### src/rtl/filtro_vizinhos.sv
// Neighbour filter: snapshots settled flags for a neighbour list and
// streams the unsettled, present neighbours out one per cycle.
module filtro_vizinhos #(
    parameter  int ADDR_WIDTH    = 8,
    parameter  int NUM_NEIGHBORS = 8,
    parameter  int WEIGHT_WIDTH  = 8,
    localparam int CNT_WIDTH     = $clog2(NUM_NEIGHBORS + 1)
) (
    input  logic                                  clk,
    input  logic                                  rst_n,
    input  logic                                  soft_reset_n,
    input  logic                                  in_valid,
    output logic                                  in_ready,
    input  logic [ADDR_WIDTH*NUM_NEIGHBORS-1:0]   in_addr,
    input  logic [WEIGHT_WIDTH*NUM_NEIGHBORS-1:0] in_weight,
    input  logic [NUM_NEIGHBORS-1:0]              in_mask,
    output logic [ADDR_WIDTH*NUM_NEIGHBORS-1:0]   est_read_addr_out,
    input  logic [NUM_NEIGHBORS-1:0]              est_read_data_in,
    output logic                                  out_valid,
    input  logic                                  out_ready,
    output logic [ADDR_WIDTH-1:0]                 out_addr,
    output logic [WEIGHT_WIDTH-1:0]               out_weight,
    output logic                                  out_last,
    output logic                                  done_out,
    output logic [CNT_WIDTH-1:0]                  count_out
);

    typedef enum logic [1:0] {
        IDLE,
        LOOKUP,
        EMIT
    } state_t;

    localparam logic [NUM_NEIGHBORS-1:0] ONE = NUM_NEIGHBORS'(1);

    state_t                              state;
    logic [ADDR_WIDTH*NUM_NEIGHBORS-1:0]   addr_q;
    logic [WEIGHT_WIDTH*NUM_NEIGHBORS-1:0] weight_q;
    logic [NUM_NEIGHBORS-1:0]              mask_q;
    logic [NUM_NEIGHBORS-1:0]              pending;
    logic [CNT_WIDTH-1:0]                  cnt;
    logic [CNT_WIDTH-1:0]                  count_q;
    logic                                  done_q;

    logic [ADDR_WIDTH-1:0]    pick_addr;
    logic [WEIGHT_WIDTH-1:0]  pick_weight;
    logic [NUM_NEIGHBORS-1:0] pick_onehot;
    logic [NUM_NEIGHBORS-1:0] lookup_pending;
    logic                     last_one;

    // Descending scan so the lowest-index pending slot wins.
    always_comb begin
        pick_addr   = '0;
        pick_weight = '0;
        pick_onehot = '0;
        for (int i = NUM_NEIGHBORS - 1; i >= 0; i--) begin
            if (pending[i]) begin
                pick_addr      = addr_q[ADDR_WIDTH*i +: ADDR_WIDTH];
                pick_weight    = weight_q[WEIGHT_WIDTH*i +: WEIGHT_WIDTH];
                pick_onehot    = '0;
                pick_onehot[i] = 1'b1;
            end
        end
    end

    assign lookup_pending = mask_q & ~est_read_data_in;
    assign last_one = (pending != '0) && ((pending & (pending - ONE)) == '0);

    assign in_ready          = (state == IDLE) && !done_q;
    assign out_valid         = (state == EMIT);
    assign out_last          = (state == EMIT) && last_one;
    assign out_addr          = pick_addr;
    assign out_weight        = pick_weight;
    assign done_out          = done_q;
    assign count_out         = count_q;
    assign est_read_addr_out = addr_q;

    always_ff @(posedge clk or negedge rst_n) begin
        if (!rst_n) begin
            state    <= IDLE;
            addr_q   <= '0;
            weight_q <= '0;
            mask_q   <= '0;
            pending  <= '0;
            cnt      <= '0;
            count_q  <= '0;
            done_q   <= 1'b0;
        end else if (!soft_reset_n) begin
            state    <= IDLE;
            addr_q   <= '0;
            weight_q <= '0;
            mask_q   <= '0;
            pending  <= '0;
            cnt      <= '0;
            count_q  <= '0;
            done_q   <= 1'b0;
        end else begin
            done_q <= 1'b0;
            unique case (state)
                IDLE: begin
                    if (in_valid && in_ready) begin
                        addr_q   <= in_addr;
                        weight_q <= in_weight;
                        mask_q   <= in_mask;
                        state    <= LOOKUP;
                    end
                end
                LOOKUP: begin
                    pending <= lookup_pending;
                    cnt     <= '0;
                    if (lookup_pending == '0) begin
                        state   <= IDLE;
                        done_q  <= 1'b1;
                        count_q <= '0;
                    end else begin
                        state <= EMIT;
                    end
                end
                EMIT: begin
                    if (out_ready) begin
                        pending <= pending & ~pick_onehot;
                        cnt     <= cnt + CNT_WIDTH'(1);
                        if (last_one) begin
                            state   <= IDLE;
                            done_q  <= 1'b1;
                            count_q <= cnt + CNT_WIDTH'(1);
                        end
                    end
                end
                default: state <= IDLE;
            endcase
        end
    end

endmodule
### config.mk
export PLATFORM = sky130hd
export DESIGN_NAME = filtro_vizinhos
export DESIGN_NICKNAME = d
export VERILOG_FILES = /design/src/rtl/filtro_vizinhos.sv
export SDC_FILE = /design/constraint.sdc
export NUM_CORES = 1
export LEC_CHECK = 0
export BUFFER_PORTS_ARGS = -buffer_cell sky130_fd_sc_hd__buf_2
export CAP_MARGIN = 20
export CORE_MARGIN = 3
export CORE_UTILIZATION = 50
export CTS_CLUSTER_DIAMETER = 100
export CTS_CLUSTER_SIZE = 24
export DETAILED_ROUTE_END_ITERATION = 10
export GPL_TIMING_DRIVEN = 0
export PLACE_DENSITY_LB_ADDON = 0.1
export SLEW_MARGIN = 20
export SYNTH_ARGS = -nofsm -noshare
export SYNTH_HDL_FRONTEND = slang
export SYNTH_SLANG_ARGS = --single-unit
### constraint.sdc
create_clock -name clk -period 2.3 [get_ports clk]
set_clock_uncertainty 0.15 [all_clocks]
set_input_delay 0.46 -clock clk [delete_from_list [all_inputs] [get_ports clk]]
set_output_delay 0.46 -clock clk [all_outputs]
set_load 0.05 [all_outputs]
==> results of run 1 <==
[cell type report]
| type | count | area (sq um) |
|---|---|---|
| clock buffer | 18 | 439 |
| tap | 216 | 270 |
| timing repair buffer | 256 | 1500 |
| buffer | 74 | 522 |
| inverter | 21 | 86.3 |
| fill | 1213 | 4460 |
| antenna | 1 | 2.50 |
| clock inverter | 14 | 218 |
| sequential | 155 | 3890 |
| multi-input combinational | 673 | 4720 |
[Yosys cell counts (4+ instances only)]
cell type	n
a21boi_0	136
nand2_1	301
ha_1	4
clkbuf_8	12
nor2_1	11
o31ai_1	32
dfrtp_1	155
nand3_1	6
nand2b_1	8
a221oi_1	21
and2b_1	7
and2b_2	14
a221oi_2	10
nor2b_1	13
o21ai_0	19
buf_2	11
o2bb2ai_1	4
buf_6	5
inv_1	21
clkbuf_1	40
a21oi_1	40
nor3_1	6
[repair_timing]
item / 4_1_cts / 5_1_grt
cloned: 1 / 1
endpoints found under the hold margin: 74 / 0
setup buffers: 10 / 7
endpoints found under the setup margin: 147 / 148
hold buffers: 1 / 0
pin swaps: 25 / 28
gates resized for setup: 102 / 70
[tightest hold or removal path, delay by kind of cell]
family          cells  cell delay [ps]
compound gates      1               60
simple gates        1               40
buf+inv             1              100
[how the worst max path moves through the flow]
stage	startpoint	to	cells past startpoint
3_3_place_gp	rst_n	est_read_addr_out[40]$_DFFE_PN0P_	1
2_1_floorplan	est_read_addr_out[46]$_DFFE_PN0P_	out_addr[6]	4
5_1_grt	pending[7]$_DFFE_PN0P_	out_weight[5]	8
4_1_cts	pending[6]$_DFFE_PN0P_	out_addr[5]	7
3_5_place_dp	pending[7]$_DFFE_PN0P_	out_weight[4]	8
6_report	pending[7]$_DFFE_PN0P_	out_addr[7]	7
[power breakdown]
part	internal [mW]	switching (mW)	total, mW
clock network	1.96	1.18	3.14
registers	3.10	0.363	3.46
logic	1.01	2.31	3.32
total	6.07	3.86	9.92
[cell families (layout without fill, tap and decap cells)]
group	after synthesis	after routing
compound gates	279	279
xor+xnor	3	3
other cells	0	1
buf+inv	96	383
simple gates	386	386
fa+ha+maj	5	5
flops	155	155
[flip-flops by register name, indices dropped and copies added, names as in the netlist]
| signal | count |
|---|---|
| cnt | 4 |
| state | 2 |
| weight_q | 64 |
| mask_q | 8 |
| est_read_addr_out | 64 |
| pending | 8 |
| count_out | 4 |
| done_out | 1 |
[metal layers]
layer / part of all wire (%) / GRT usage, %
met2: 48 / 48.4
met5: 0 / 0
met4: 3.0 / 10.5
met3: 7.0 / 5.40
met1: 42 / 40.1
==> impl_metrics.tcl, run 1 <==
set metrics [dict create \
    status "finished, violations left" \
    violations "setup timing" \
    final_cell_mix "nand2_1 (299), buf_2 (225), dfrtp_1 (146)" \
    crit_fanout 8 \
    rsz0062_at_grt "yes" \
    critPathMaxStageDelay_ps 420 \
    cp_data_arrival_time_ps 2300 \
    rows 46 \
    synth_top_family_by_area "compound AO/OA/AOI/OAI gates" \
    r2r_start "pending[3]$_DFFE_PN0P_" \
    drt-pass1-iter-count 6 \
    slew_violations 0 \
    cts_tree "built" \
    yosys-mux-area-fraction_pct 0 \
    htreeDepth 4 \
    netlist.top_cell.by_area "dfrtp_1" \
    instances_no_fill 1428 \
    antenna_found_initial 1 \
    power.total_mw 9.92 \
    fin_crit_ps 2910 \
    seq_area_frac_synth_pct 46.6 \
    place_congestion 0.877 \
    worstPathRequired_ps 1690 \
    io_buffers 235 \
    grt_pass1_vias 7685 \
    r2r_cells 7 \
    vias 8002 \
    clk_pin_slew_worst_paths_ps 70 \
    worst_slack_ps -611 \
    synth_area_sq_um 8330 \
    overflow 0 \
    drc 0 \
    ys_ff_latch 155 \
    root_buffer "clkbuf_16" \
    drive_above_1_share_pct 36.5 \
    critical_path.cell_chain "nor2b_4 > buf_8 > a221oi_1 > o31ai_2 > a221oi_2 > o31ai_4 > buf_4" \
    dp_slack_ps -579 \
    ir_drop_uv 593 \
    max_freq_ghz 0.344 \
    synthArstFlopShare_pct 100 \
    yosysTopAreaCellShare_pct 46.6 \
    die_height_um 135 \
    yosys_warnings 0 \
    synth_flop_cell "dfrtp_1" \
    synth_cell_types 60 \
    p_leak_nw 5.43 \
    dp_hpwl_um 19800 \
    min_period_over_period_pct 127 \
    whs_path_depth 3 \
    drt-initial-drc-count 625 \
    synthXorXnorAreaFrac_pct 0.316 \
    viasPerCell 5.60 \
    nets 1351 \
    cts.path.max_buffers 2 \
    syn_to_final_growth_pct 40.0 \
    r2r_end "pending[6]$_DFFE_PN0P_" \
    core_area_sq_um 16100 \
    synth_edf_count 0 \
    worstHoldPathType "in -> reg" \
    synthesis.nets 1077 \
    worst_path_max_delay_cell "dfrtp_2" \
    synthAdderAreaFrac_pct 0.736 \
    fin_area_sq_um 11700 \
    fin_setup_tns_ps -9430 \
    whs_ps 112 \
    crit_family "compound AO/OA/AOI/OAI gates" \
    min-delay-start "in_addr[44]" \
    drt_wl_total_um 28200 \
    grt_pass1_wl_um 41600 \
    synthSimpleGateAreaFrac_pct 20.6 \
    utilization_pct 72.3 \
    setup_viol 17 \
    detail-route-antenna-nets 0 \
    wl_per_cell_um 19.7 \
    tightest_slew_ps 775 \
    track_usage_pct 29.7 \
    synthCells 924 \
    place_inst 1376 \
    worstPathBufferInverterCount 2 \
    cp-start-kind "register" \
    synth_compound_gate_area_share_pct 24.9 \
    end_kind "output pin" \
    syn-mean-instance-area_sq_um 9.01 \
    whs_endpoint "est_read_addr_out[44]$_DFFE_PN0P_" \
    clkSinkCount 155 \
    ios 237 \
    final_common_cell "nand2_1" \
    finalHoldViolations 0 \
    cts_buffers 17 \
    grt_max_degree 82 \
    r2r_slack_ps 70 \
    dpl_cell_area_sq_um 10000 \
    synth.area.top_cells "dfrtp_1 (47%), nand2_1 (14%), a21boi_0 (12%)" \
    cap_violations 0 \
    dieArea_sq_um 18200 \
    slew-limit-headroom_pct 48.4 \
    p_per_area_nw_per_um2 851 \
    die_w_um 135 \
    clk_latency_ps 430 \
    crit_type "reg -> out" \
    start_util_pct 51.7 \
]
Note: power is estimated with default switching activity, not from simulation.
==> run 2: changes to the inputs <==
Settings changed: CTS_BUF_LIST set to sky130_fd_sc_hd__clkbuf_8.
==> run 2 against run 1 <==
Compared with the run above:
- the run still ends with setup timing left
- sequential power is essentially flat
- hold slack lost 35 ps
- global-route usage shrank 0.11 points
- wire length shrank 1.6%
- first-iteration DRC count grew 25%
- critical path type unchanged
- register-to-register slack gained 20 ps
- sequential share of layout area grew 0.86 points
- highest routed layer unchanged
- setup slack lost 47 ps
- power shrank 7.6%
- via count shrank 1.1%
==> impl_metrics.tcl, run 2 (same netlist as run 1, synthesis figures left out) <==
set metrics [dict create \
    core_area_sq_um 16100 \
    min-delay-start "in_addr[44]" \
    worstHoldPathType "in -> reg" \
    drt_wl_total_um 27700 \
    max_freq_ghz 0.338 \
    place_inst 1376 \
    slew_violations 0 \
    tightest_slew_ps 755 \
    instances_no_fill 1423 \
    die_w_um 135 \
    wl_per_cell_um 19.5 \
    met2_usage_pct 48.4 \
    finalHoldViolations 0 \
    fin_crit_ps 2960 \
    detail-route-antenna-nets 0 \
    drt-pass1-iter-count 5 \
    status "finished, violations left" \
    htreeDepth 4 \
    viasPerCell 5.56 \
    root_buffer "clkbuf_8" \
    grt_busiest_layer "met2" \
    cts.path.max_buffers 2 \
    dieArea_sq_um 18200 \
    cp_data_arrival_time_ps 2350 \
    cts_buffers 17 \
    dp_hpwl_um 19800 \
    drc 0 \
    rsz0062_at_grt "yes" \
    clk_latency_ps 460 \
    crit_type "reg -> out" \
    cts_tree "built" \
    power.total_mw 9.16 \
    fin_area_sq_um 11400 \
    io_buffers 235 \
    overflow 0 \
    track_usage_pct 29.6 \
    worst_slack_ps -658 \
    grt_pass1_vias 7583 \
    dpl_cell_area_sq_um 10000 \
    syn_to_final_growth_pct 36.5 \
    start_util_pct 51.7 \
    rows 46 \
    vias 7912 \
    p_leak_nw 5.31 \
    violations "setup timing" \
    worstPathRequired_ps 1690 \
    whs_ps 77.3 \
    drive_above_1_share_pct 35.6 \
    setup_viol 17 \
    final_cell_mix "nand2_1 (299), buf_2 (227), dfrtp_1 (146)" \
    gr-usage-met1_pct 40.0 \
    ios 237 \
    grt_max_degree 82 \
    min_period_over_period_pct 129 \
    grt_pass1_wl_um 41400 \
    drt-initial-drc-count 779 \
    cp-start-kind "register" \
    r2r_start "state[1]$_DFFE_PN0P_" \
    worstSetupStartpoint "pending[7]$_DFFE_PN0P_" \
    end_kind "output pin" \
    final_common_cell "nand2_1" \
    clkSinkCount 155 \
    die_height_um 135 \
    p_per_area_nw_per_um2 807 \
    crit_fanout 8 \
    slew-limit-headroom_pct 49.6 \
    clk_pin_slew_worst_paths_ps 90 \
    ir_drop_uv 445 \
    cap_violations 0 \
    nets 1346 \
    use_met3_pct 5.40 \
    place_congestion 0.877 \
    antenna_found_initial 1 \
]
[run 2: path summary, 6_finish.rpt]
kind	endpoint	slack, ps	cells past startpoint
max	out_addr[6]	-660	8
min	est_read_addr_out[44]$_DFFE_PN0P_	80	3
max reg2reg	est_read_addr_out[36]$_DFFE_PN0P_	90	7
min reg2reg	count_out[0]$_DFFE_PN0P_	350	1
max in group asynchronous	est_read_addr_out[40]$_DFFE_PN0P_	750	3
min in group asynchronous	count_out[2]$_DFFE_PN0P_	410	2
[run 2: power breakdown]
part	internal [mW]	total (mW)	switching [mW]
logic	1.01	3.31	2.30
clock network	1.32	2.41	1.08
registers	3.09	3.45	0.359
[run 2: final cells by class]
cell class / count / area, sq um
inverter: 21 / 78.8
buffer: 74 / 520
fill: 1273 / 4750
tap: 216 / 270
clock inverter: 14 / 218
sequential: 155 / 3890
timing repair buffer: 251 / 1460
multi-input combinational: 673 / 4670
clock buffer: 18 / 248
antenna: 1 / 2.50
[run 2: metal layers]
| metal | up-vias | share of wire (%) |
|---|---|---|
| li1 | 3693 | - |
| met1 | 3813 | 43 |
| met2 | 351 | 48 |
| met3 | 55 | 6.3 |
| met4 | 0 | 2.8 |
| met5 | - | 0 |
[run 2: through the flow]
step	setup TNS (ps)	worst slack [ps]	util, %
2_1_floorplan	-244	-100	-
3_3_place_gp	-300480	-2060	62.1
3_5_place_dp	-31290	-579	62.3
4_1_cts	-10580	-681	69.0
5_1_grt	-11390	-724	70.5
6_report	-10300	-658	70.5
[run 2: critical path, cell delays in order (launching register included)]
cell	delay, ps
dfrtp_2	430
nor2b_4	140
buf_8	140
clkbuf_16	170
a221oi_4	290
o31ai_4	120
a221oi_4	310
o31ai_4	110
buf_6	170
[run 2: what timing repair did]
action,CTS,global route
endpoints found under the hold margin,74,0
setup endpoints to repair,147,146
gates resized for setup,100,53
setup buffers,10,2
hold buffers,1,0
gates cloned,1,1
pin swaps,27,25
==> run 3: changes to the inputs <==
Settings changed: CORE_ASPECT_RATIO set to 1.1.
==> run 3 against run 2 <==
Compared with the run above:
- the flow still finishes with violations (setup timing)
- critical path depth is the same
- wire length grew 0.18%
- sequential power is essentially flat
- setup slack lost 31 ps
- non-clock buffer count grew 6
- first-iteration DRC count shrank 22%
- hold slack lost 11 ps
- core utilization grew 0.41 points
- combinational power is essentially flat
- final cell count shrank 0.70%
- register-to-register slack gained 60 ps
- maximum frequency shrank 1.0%
==> impl_metrics.tcl, run 3 (same netlist as run 1, synthesis figures left out) <==
set metrics [dict create \
    drc 0 \
    worst_slack_ps -689 \
    dp_slack_ps -613 \
    violations "setup timing" \
    fin_area_sq_um 11300 \
    slew_violations 0 \
    cap_violations 0 \
    start_util_pct 52.1 \
    htreeDepth 4 \
    drt_wl_total_um 27800 \
    cp_data_arrival_time_ps 2380 \
    status "finished, violations left" \
    dieArea_sq_um 18200 \
    r2r_slack_ps 150 \
    rsz0062_at_grt "yes" \
    drive_above_1_share_pct 36.7 \
    p_leak_nw 5.37 \
    vias 7991 \
    setup_viol 17 \
    max_freq_ghz 0.335 \
    grt_pass1_vias 7676 \
    cp-start-kind "register" \
    io_buffers 235 \
    cts_buffers 17 \
    ir_drop_uv 447 \
    cts.path.max_buffers 2 \
    p_per_area_nw_per_um2 807 \
    clk_pin_slew_worst_paths_ps 90 \
    detail-route-antenna-nets 0 \
    rows 48 \
    core_area_sq_um 16000 \
    final_cell_mix "nand2_1 (299), buf_2 (223), dfrtp_1 (146)" \
    whs_ps 66.2 \
    critical_path.cell_chain "nor2b_4 > buf_4 > buf_4 > a221oi_4 > o31ai_4 > a221oi_2 > o31ai_4 > buf_6" \
    root_buffer "clkbuf_8" \
    viasPerCell 5.66 \
    place_congestion 0.883 \
    worst_path_max_delay_cell "dfrtp_2" \
    crit_fanout 5 \
    finalHoldViolations 0 \
    tightest_slew_ps 763 \
    clkSinkCount 155 \
    overflow 0 \
    track_usage_pct 30.2 \
    drt-initial-drc-count 608 \
    grt_pass1_wl_um 42100 \
    end_kind "output pin" \
    crit_type "reg -> out" \
    power.total_mw 9.15 \
    slew-limit-headroom_pct 49.1 \
    worstHoldPathType "in -> reg" \
    critPathMaxStageDelay_ps 470 \
    dp_hpwl_um 20100 \
    final_common_cell "nand2_1" \
    min_period_over_period_pct 130 \
    wl_per_cell_um 19.6 \
    die_height_um 141 \
    cts_tree "built" \
    nFillCells 1286 \
    clk_latency_ps 470 \
    die_w_um 129 \
    fin_crit_ps 2990 \
    grt_max_degree 58 \
    nets 1352 \
    worstPathRequired_ps 1690 \
    dpl_cell_area_sq_um 10000 \
    syn_to_final_growth_pct 36.1 \
    drt-pass1-iter-count 5 \
    antenna_found_initial 2 \
    ios 237 \
    fin_setup_tns_ps -10260 \
]
[run 3: cell count changes in the layout (fill, tap and decap cells not counted), sizes merged]
cell      delta
buf          +7
bufinv       -1
clkbuf       +2
clkinv       -1
clkinvlp     -1
[run 3: path summary, 6_finish.rpt]
check | from | to | cells past startpoint
max in group asynchronous | rst_n | weight_q[44]$_DFFE_PN0P_ | 4
min reg2reg | count_out[2]$_DFFE_PN0P_ | count_out[2]$_DFFE_PN0P_ | 1
min | in_addr[54] | est_read_addr_out[54]$_DFFE_PN0P_ | 3
max | pending[6]$_DFFE_PN0P_ | out_weight[2] | 8
max reg2reg | state[0]$_DFFE_PN0P_ | weight_q[20]$_DFFE_PN0P_ | 8
min in group asynchronous | rst_n | cnt[3]$_DFFE_PN0P_ | 2
[run 3: layout make-up]
cell class / instances / area [sq um] / share of cell area [%]
repair buffers: 258 / 1550 / 13.6
clock inverters: 11 / 166 / 1.47
diodes: 1 / 2.50 / 0.0221
inverters: 21 / 81.3 / 0.718
multi-input cells: 673 / 4590 / 40.5
well taps: 200 / 250 / 2.21
clock buffers: 21 / 289 / 2.55
plain buffers: 73 / 517 / 4.56
flip-flops and latches: 155 / 3890 / 34.3
[run 3: stage by stage]
stage	utilization, %	instances
after floorplan	-	924
after global placement	62.5	1359
after detailed placement	62.9	1361
after CTS	69.5	1405
after global routing	70.9	1413
final	70.9	1413
[run 3: repair_timing]
item	in CTS	in global routing
gates cloned	1	0
buffers inserted	10	9
hold buffers	1	0
resized for setup	107	62
hold endpoints to repair	49	0
endpoints found under the setup margin	149	151
pin swaps	24	21
[run 3: worst max-delay path, delay by kind of cell, from the launching register on]
family | cells | cell delay, ps
buffers and inverters | 3 | 470
AO/OA/AOI/OAI | 4 | 730
flip-flops | 1 | 470
AND/OR/NAND/NOR | 1 | 230
[run 3: routing by layer]
layer / vias to the layer above / GRT usage [%] / part of all wire [%]
li1: 3721 / - / -
met2: 340 / 49.7 / 49
met1: 3859 / 40.4 / 41
met4: 2 / 10.4 / 2.9
met5: - / 0 / 0.025
met3: 69 / 5.42 / 7.0
[run 3: where the power goes]
part	switching [mW]	internal, mW	total, mW
logic	2.30	1.03	3.34
registers	0.339	3.09	3.43
clock network	1.08	1.29	2.38
